### src/rtl/fft8_pkg.sv
// Shared types and helpers for the 8-point FFT frame sequencer.
// Index width and point count are fixed by the butterfly datapath.
package fft8_pkg;

   localparam int N_PTS       = 8;
   localparam int IDX_W       = 3;
   localparam int DATA_W_DFLT = 50;
   localparam int HALF_W      = DATA_W_DFLT / 2;

   typedef struct packed {
      logic signed [HALF_W-1:0] re;
      logic signed [HALF_W-1:0] im;
   } cplx_t;

   typedef enum logic [1:0] {
      LOAD  = 2'd0,
      WAIT  = 2'd1,
      DRAIN = 2'd2
   } ctrl_state_e;

   function automatic logic [IDX_W-1:0] bitrev3(input logic [IDX_W-1:0] k);
      return {k[0], k[1], k[2]};
   endfunction

endpackage

### src/rtl/fft8_frame_ctrl.sv
// Frame sequencer for the 8-point radix-2 butterfly datapath: loads 8 samples,
// waits out the multiplier pipeline, then streams the 8 bins out in order.
//
// state | meaning
// LOAD  | accepting samples, writing datapath slot cnt
// WAIT  | pipeline latency countdown, no handshakes
// DRAIN | presenting bin cnt downstream, result slot selected by cnt
module fft8_frame_ctrl
   import fft8_pkg::*;
#(
   parameter int DATA_W   = DATA_W_DFLT,
   parameter int PIPE_LAT = 12,
   parameter int BITREV   = 1
) (
   input  logic              clk_i,
   input  logic              rst_i,
   input  logic [DATA_W-1:0] s_data_i,
   input  logic              s_valid_i,
   input  logic              s_last_i,
   output logic              s_ready_o,
   input  logic              abort_i,
   output logic [DATA_W-1:0] bf_signal_o,
   output logic [IDX_W-1:0]  bf_num_o,
   output logic              bf_load_o,
   output logic [IDX_W-1:0]  bf_res_idx_o,
   input  logic [DATA_W-1:0] bf_result_i,
   output logic [DATA_W-1:0] m_data_o,
   output logic [IDX_W-1:0]  m_idx_o,
   output logic              m_valid_o,
   output logic              m_last_o,
   input  logic              m_ready_i,
   output logic              busy_o,
   output logic              err_o,
   output logic              frame_done_o
);

   localparam int               LAT_W    = $clog2(PIPE_LAT + 1);
   localparam logic [IDX_W-1:0] LAST_IDX = IDX_W'(N_PTS - 1);
   localparam logic [LAT_W-1:0] LAT_END  = LAT_W'(PIPE_LAT - 1);

   ctrl_state_e      state_q, state_d;
   logic [IDX_W-1:0] cnt_q, cnt_d;
   logic [LAT_W-1:0] lat_q, lat_d;
   logic             err_q, err_d;
   logic             done_q, done_d;
   logic             s_acc;
   logic             m_acc;

   assign s_acc = s_valid_i & s_ready_o;
   assign m_acc = m_valid_o & m_ready_i;

   always_ff @(posedge clk_i or posedge rst_i) begin
      if (rst_i) begin
         state_q <= LOAD;
         cnt_q   <= '0;
         lat_q   <= '0;
         err_q   <= 1'b0;
         done_q  <= 1'b0;
      end else begin
         state_q <= state_d;
         cnt_q   <= cnt_d;
         lat_q   <= lat_d;
         err_q   <= err_d;
         done_q  <= done_d;
      end
   end

   always_comb begin
      state_d = state_q;
      cnt_d   = cnt_q;
      lat_d   = lat_q;
      err_d   = 1'b0;
      done_d  = 1'b0;
      // Abort outranks every handshake; no pulses are generated for the dropped beat.
      if (abort_i) begin
         state_d = LOAD;
         cnt_d   = '0;
         lat_d   = '0;
      end else begin
         case (state_q)
            LOAD: begin
               if (s_acc) begin
                  err_d = s_last_i ^ (cnt_q == LAST_IDX);
                  if (cnt_q == LAST_IDX) begin
                     cnt_d   = '0;
                     lat_d   = '0;
                     state_d = WAIT;
                  end else begin
                     cnt_d = cnt_q + IDX_W'(1);
                  end
               end
            end
            WAIT: begin
               lat_d = lat_q + LAT_W'(1);
               if (lat_q == LAT_END) begin
                  lat_d   = '0;
                  state_d = DRAIN;
               end
            end
            DRAIN: begin
               if (m_acc) begin
                  if (cnt_q == LAST_IDX) begin
                     cnt_d   = '0;
                     done_d  = 1'b1;
                     state_d = LOAD;
                  end else begin
                     cnt_d = cnt_q + IDX_W'(1);
                  end
               end
            end
            default: begin
               state_d = LOAD;
               cnt_d   = '0;
               lat_d   = '0;
            end
         endcase
      end
   end

   always_comb begin
      s_ready_o    = 1'b0;
      bf_load_o    = 1'b0;
      bf_signal_o  = '0;
      bf_num_o     = '0;
      bf_res_idx_o = '0;
      m_valid_o    = 1'b0;
      m_idx_o      = '0;
      m_last_o     = 1'b0;
      m_data_o     = '0;
      case (state_q)
         LOAD: begin
            s_ready_o = ~abort_i;
            bf_num_o  = cnt_q;
            bf_load_o = s_valid_i & ~abort_i;
            if (s_valid_i && !abort_i) begin
               bf_signal_o = s_data_i;
            end
         end
         DRAIN: begin
            m_valid_o    = ~abort_i;
            m_idx_o      = cnt_q;
            m_last_o     = (cnt_q == LAST_IDX) & ~abort_i;
            bf_res_idx_o = (BITREV != 0) ? bitrev3(cnt_q) : cnt_q;
            // Datapath holds still during DRAIN, so the result passes straight through.
            m_data_o     = bf_result_i;
         end
         default: ;
      endcase
      busy_o       = (state_q != LOAD) || (cnt_q != '0);
      err_o        = err_q;
      frame_done_o = done_q;
   end

endmodule

### config.mk
export PLATFORM = sky130hd
export DESIGN_NAME = fft8_frame_ctrl
export DESIGN_NICKNAME = d
export VERILOG_FILES = /design/src/rtl/fft8_pkg.sv /design/src/rtl/fft8_frame_ctrl.sv
export SDC_FILE = /design/constraint.sdc
export NUM_CORES = 1
export LEC_CHECK = 0
export ABC_AREA = 1
export CAP_MARGIN = 20
export CORE_AREA = 2 2 86 88
export DETAILED_ROUTE_END_ITERATION = 16
export DIE_AREA = 0 0 88 90
export PLACE_DENSITY_LB_ADDON = 0.12
export SYNTH_ARGS = -nofsm -noshare
export SYNTH_HDL_FRONTEND = slang
export SYNTH_SLANG_ARGS = --single-unit
### constraint.sdc
create_clock -name clk_i -period 2.2 [get_ports clk_i]
set_input_delay 0.44 -clock clk_i [delete_from_list [all_inputs] [get_ports clk_i]]
set_output_delay 0.44 -clock clk_i [all_outputs]
set_load 0.01 [all_outputs]
==> flow_summary.ini <==
[outcome]
status = complete, no violations

[clock_network]
clkSinkCount = 11
cts-htree-levels = 1
cts_tree = built
cts_buffers = 3
cts_root_buffer = clkbuf_8
clockBufferDepth = 2
path_clk_slew_ns = 0.05
clkLatencyLatePin_ns = 0.24

[layout]
fillers = 698
nets = 650
n_antenna_cell = 0
area_delta_synth_final_pct = 141
fin_area_sq_um = 3750
stdcell_count = 638
drive_gt1_share_pct = 14.7

[timing]
fin_setup_tns_ns = 0
finalSetupViolations = 0
worst_slew_pin_slew_ns = 0.456
fmax_mhz = 468
maxSlewHeadroom_pct = 69.6
min_period_over_period_pct = 97.0
period_needed_ns = 2.13
skew_ns = 0.00372
hold_viol = 0
slew_viol_final = 0

[worst_setup_path]
endpoint_kind = output pin
crit_arrival_ns = 1.69
worstPathMaxFanout = 2
worstSetupStartpointType = primary input
crit_type = primary input to output pin
reg2reg_slack_ns = 0.64
cp.required_ns = 1.76

[floorplanning]
fp.dieW_microns = 88
die_area_sq_um = 7920
chipHeight_microns = 90
row_count = 31
core_sq_um = 7020
ioPinCount = 222
initial_utilization_pct = 22.2

[synth]
ys_seq_area_share_pct = 17.7
synth_area_leader_cell = nor2_1
syn_area_per_cell_sq_um = 4.98
ys_warn_count = 0
yosysUniqueCellTypes = 19
netlist_instances = 313
ys_ff_latch = 11
synth.area.top_cells = nor2_1, inv_1, dfrtp_1
syn_area_sq_um = 1560
synth_top_area_share_pct = 28.2
synth_fp_nets = 423

[pwr]
p_int_mw = 1.13
power_frac_seq_pct = 14.7
power_leakage_nw = 2.56
switching_power_mw = 0.864
combPwrFrac_pct = 75.0
p_sw_share_pct = 43.4
clockPowerShare_pct = 10.3
power.density_nw_per_um2 = 531
peakVddDrop_v = 0.000494

[global_routing]
grt_pass1_vias = 2229
grt_start_max_net_pins = 46
grt_overflow_total = 0
grt_usage_pct = 18.3
grt_antenna_before_repair = 0
grt_pass1_wl_microns = 11600

[flow_run]
drv_cap = 0

[drt]
dr.pass1.iters = 4
vias = 2401
drtIter0Drc = 60
vias_per_cell = 3.76
remaining_drc_errors = 0
antenna_left = 0
wl_microns = 7770
avgRoutedWirePerCell_microns = 12.2

[place]
place_area_sq_um = 3920
portBuffers = 221
place.gp.congestion = 0.837
dp_hpwl_microns = 6580
place_inst = 632

[min_path]
hold_class = primary input to asynchronous set/reset pin
[area by class of cell]
cell class              instances  area [sq um]  area share [%]
flip-flops and latches         11           277            7.37
clock buffers                   4          45.0            1.20
multi-input cells             171           738            19.7
inverters                     117           439            11.7
repair buffers                236          2130            56.7
well taps                      99           124            3.30
[flip-flops by register name, indices dropped and copies added (netlist names)]
register	cells
err_o	1
cnt_q	3
state_q	2
lat_q	4
frame_done_o	1
[per-stage QoR]
stage | util, % | power, mW | hold slack (ns) | setup slack (ns)
6_report | 53.4 | 1.99 | 0.495 | 0.0654
5_1_grt | 53.4 | 2.15 | 0.531 | -0.000596
4_1_cts | 55.4 | 2.04 | 0.505 | 0.00182
3_5_place_dp | 55.9 | 1.92 | 0.496 | -0.290
3_3_place_gp | 55.9 | 1.91 | 0.490 | -0.274
2_1_floorplan | - | 0.992 | 0.292 | 0.516
[power groups by stage]
| stage | clock network, mW | logic (mW) | registers (mW) |
|---|---|---|---|
| floorplan | 0 | 0.699 | 0.294 |
| global placement | 0 | 1.61 | 0.299 |
| finish | 0.206 | 1.49 | 0.293 |
| detailed placement | 0 | 1.62 | 0.302 |
| CTS | 0.208 | 1.54 | 0.291 |
| global route | 0.219 | 1.63 | 0.300 |
[kinds of logic after synthesis]
| family | synth area share (%) |
|---|---|
| buf+inv | 35.2 |
| flops | 17.7 |
| xor+xnor | 0.562 |
| simple gates | 41.2 |
| compound gates | 2.25 |
| fa+ha+maj | 3.21 |
[Yosys cell counts]
master	instances
nor3_1	2
nand2_2	1
nor2_4	2
inv_2	3
nand2_1	31
a21oi_4	1
dfrtp_1	11
or2_2	1
ha_1	4
nor2_2	1
nor2_1	117
xnor2_1	1
buf_2	6
nand3_1	7
buf_6	5
o21ai_2	1
inv_1	114
o21ai_0	2
buf_4	3
[critical path, cell delays in order]
cell and delay [ns]:
clkdlybuf4s50_1 0.43, inv_2 0.07, nand2_2 0.06, buf_4 0.13, inv_2 0.04, clkdlybuf4s50_1 0.52
[routing by layer]
metal / vias up / wire (microns) / global-route usage, %
met1: 1015 / 3210 / 20.8
met4: 0 / 145 / 4.62
met5: - / 0 / 0
li1: 1283 / - / -
met2: 90 / 3890 / 34.0
met3: 13 / 528 / 3.58
[cell usage in the layout, fill, tap and decap left out, drive strengths merged, types with 2 or more instances in the layout]
cell,synthesis,layout
nand2,32,32
nor3,2,2
nor2,120,120
dlymetal6s2s,0,18
inv,117,117
ha,4,4
dfrtp,11,11
o21ai,3,3
dlygate4sd2,0,27
buf,14,15
clkdlybuf4s50,0,126
clkbuf,0,53
nand3,7,7
[final timing paths]
check / depth (start not counted) / startpoint / to
max: 6 / abort_i / s_ready_o
min: 2 / rst_i / state_q[0]
max reg2reg: 9 / cnt_q[0] / state_q[0]
min reg2reg: 1 / lat_q[0] / lat_q[0]
max in group asynchronous: 2 / rst_i / state_q[1]
min in group clk_i: 1 / lat_q[0] / lat_q[0]
[repair_timing]
item	4_1_cts	5_1_grt
hold endpoints to repair	0	0
pin swaps	0	0
buffers inserted	2	0
hold buffers	0	0
resized for setup	80	116
endpoints found under the setup margin	104	70
Power figures use the tool's default switching activity.
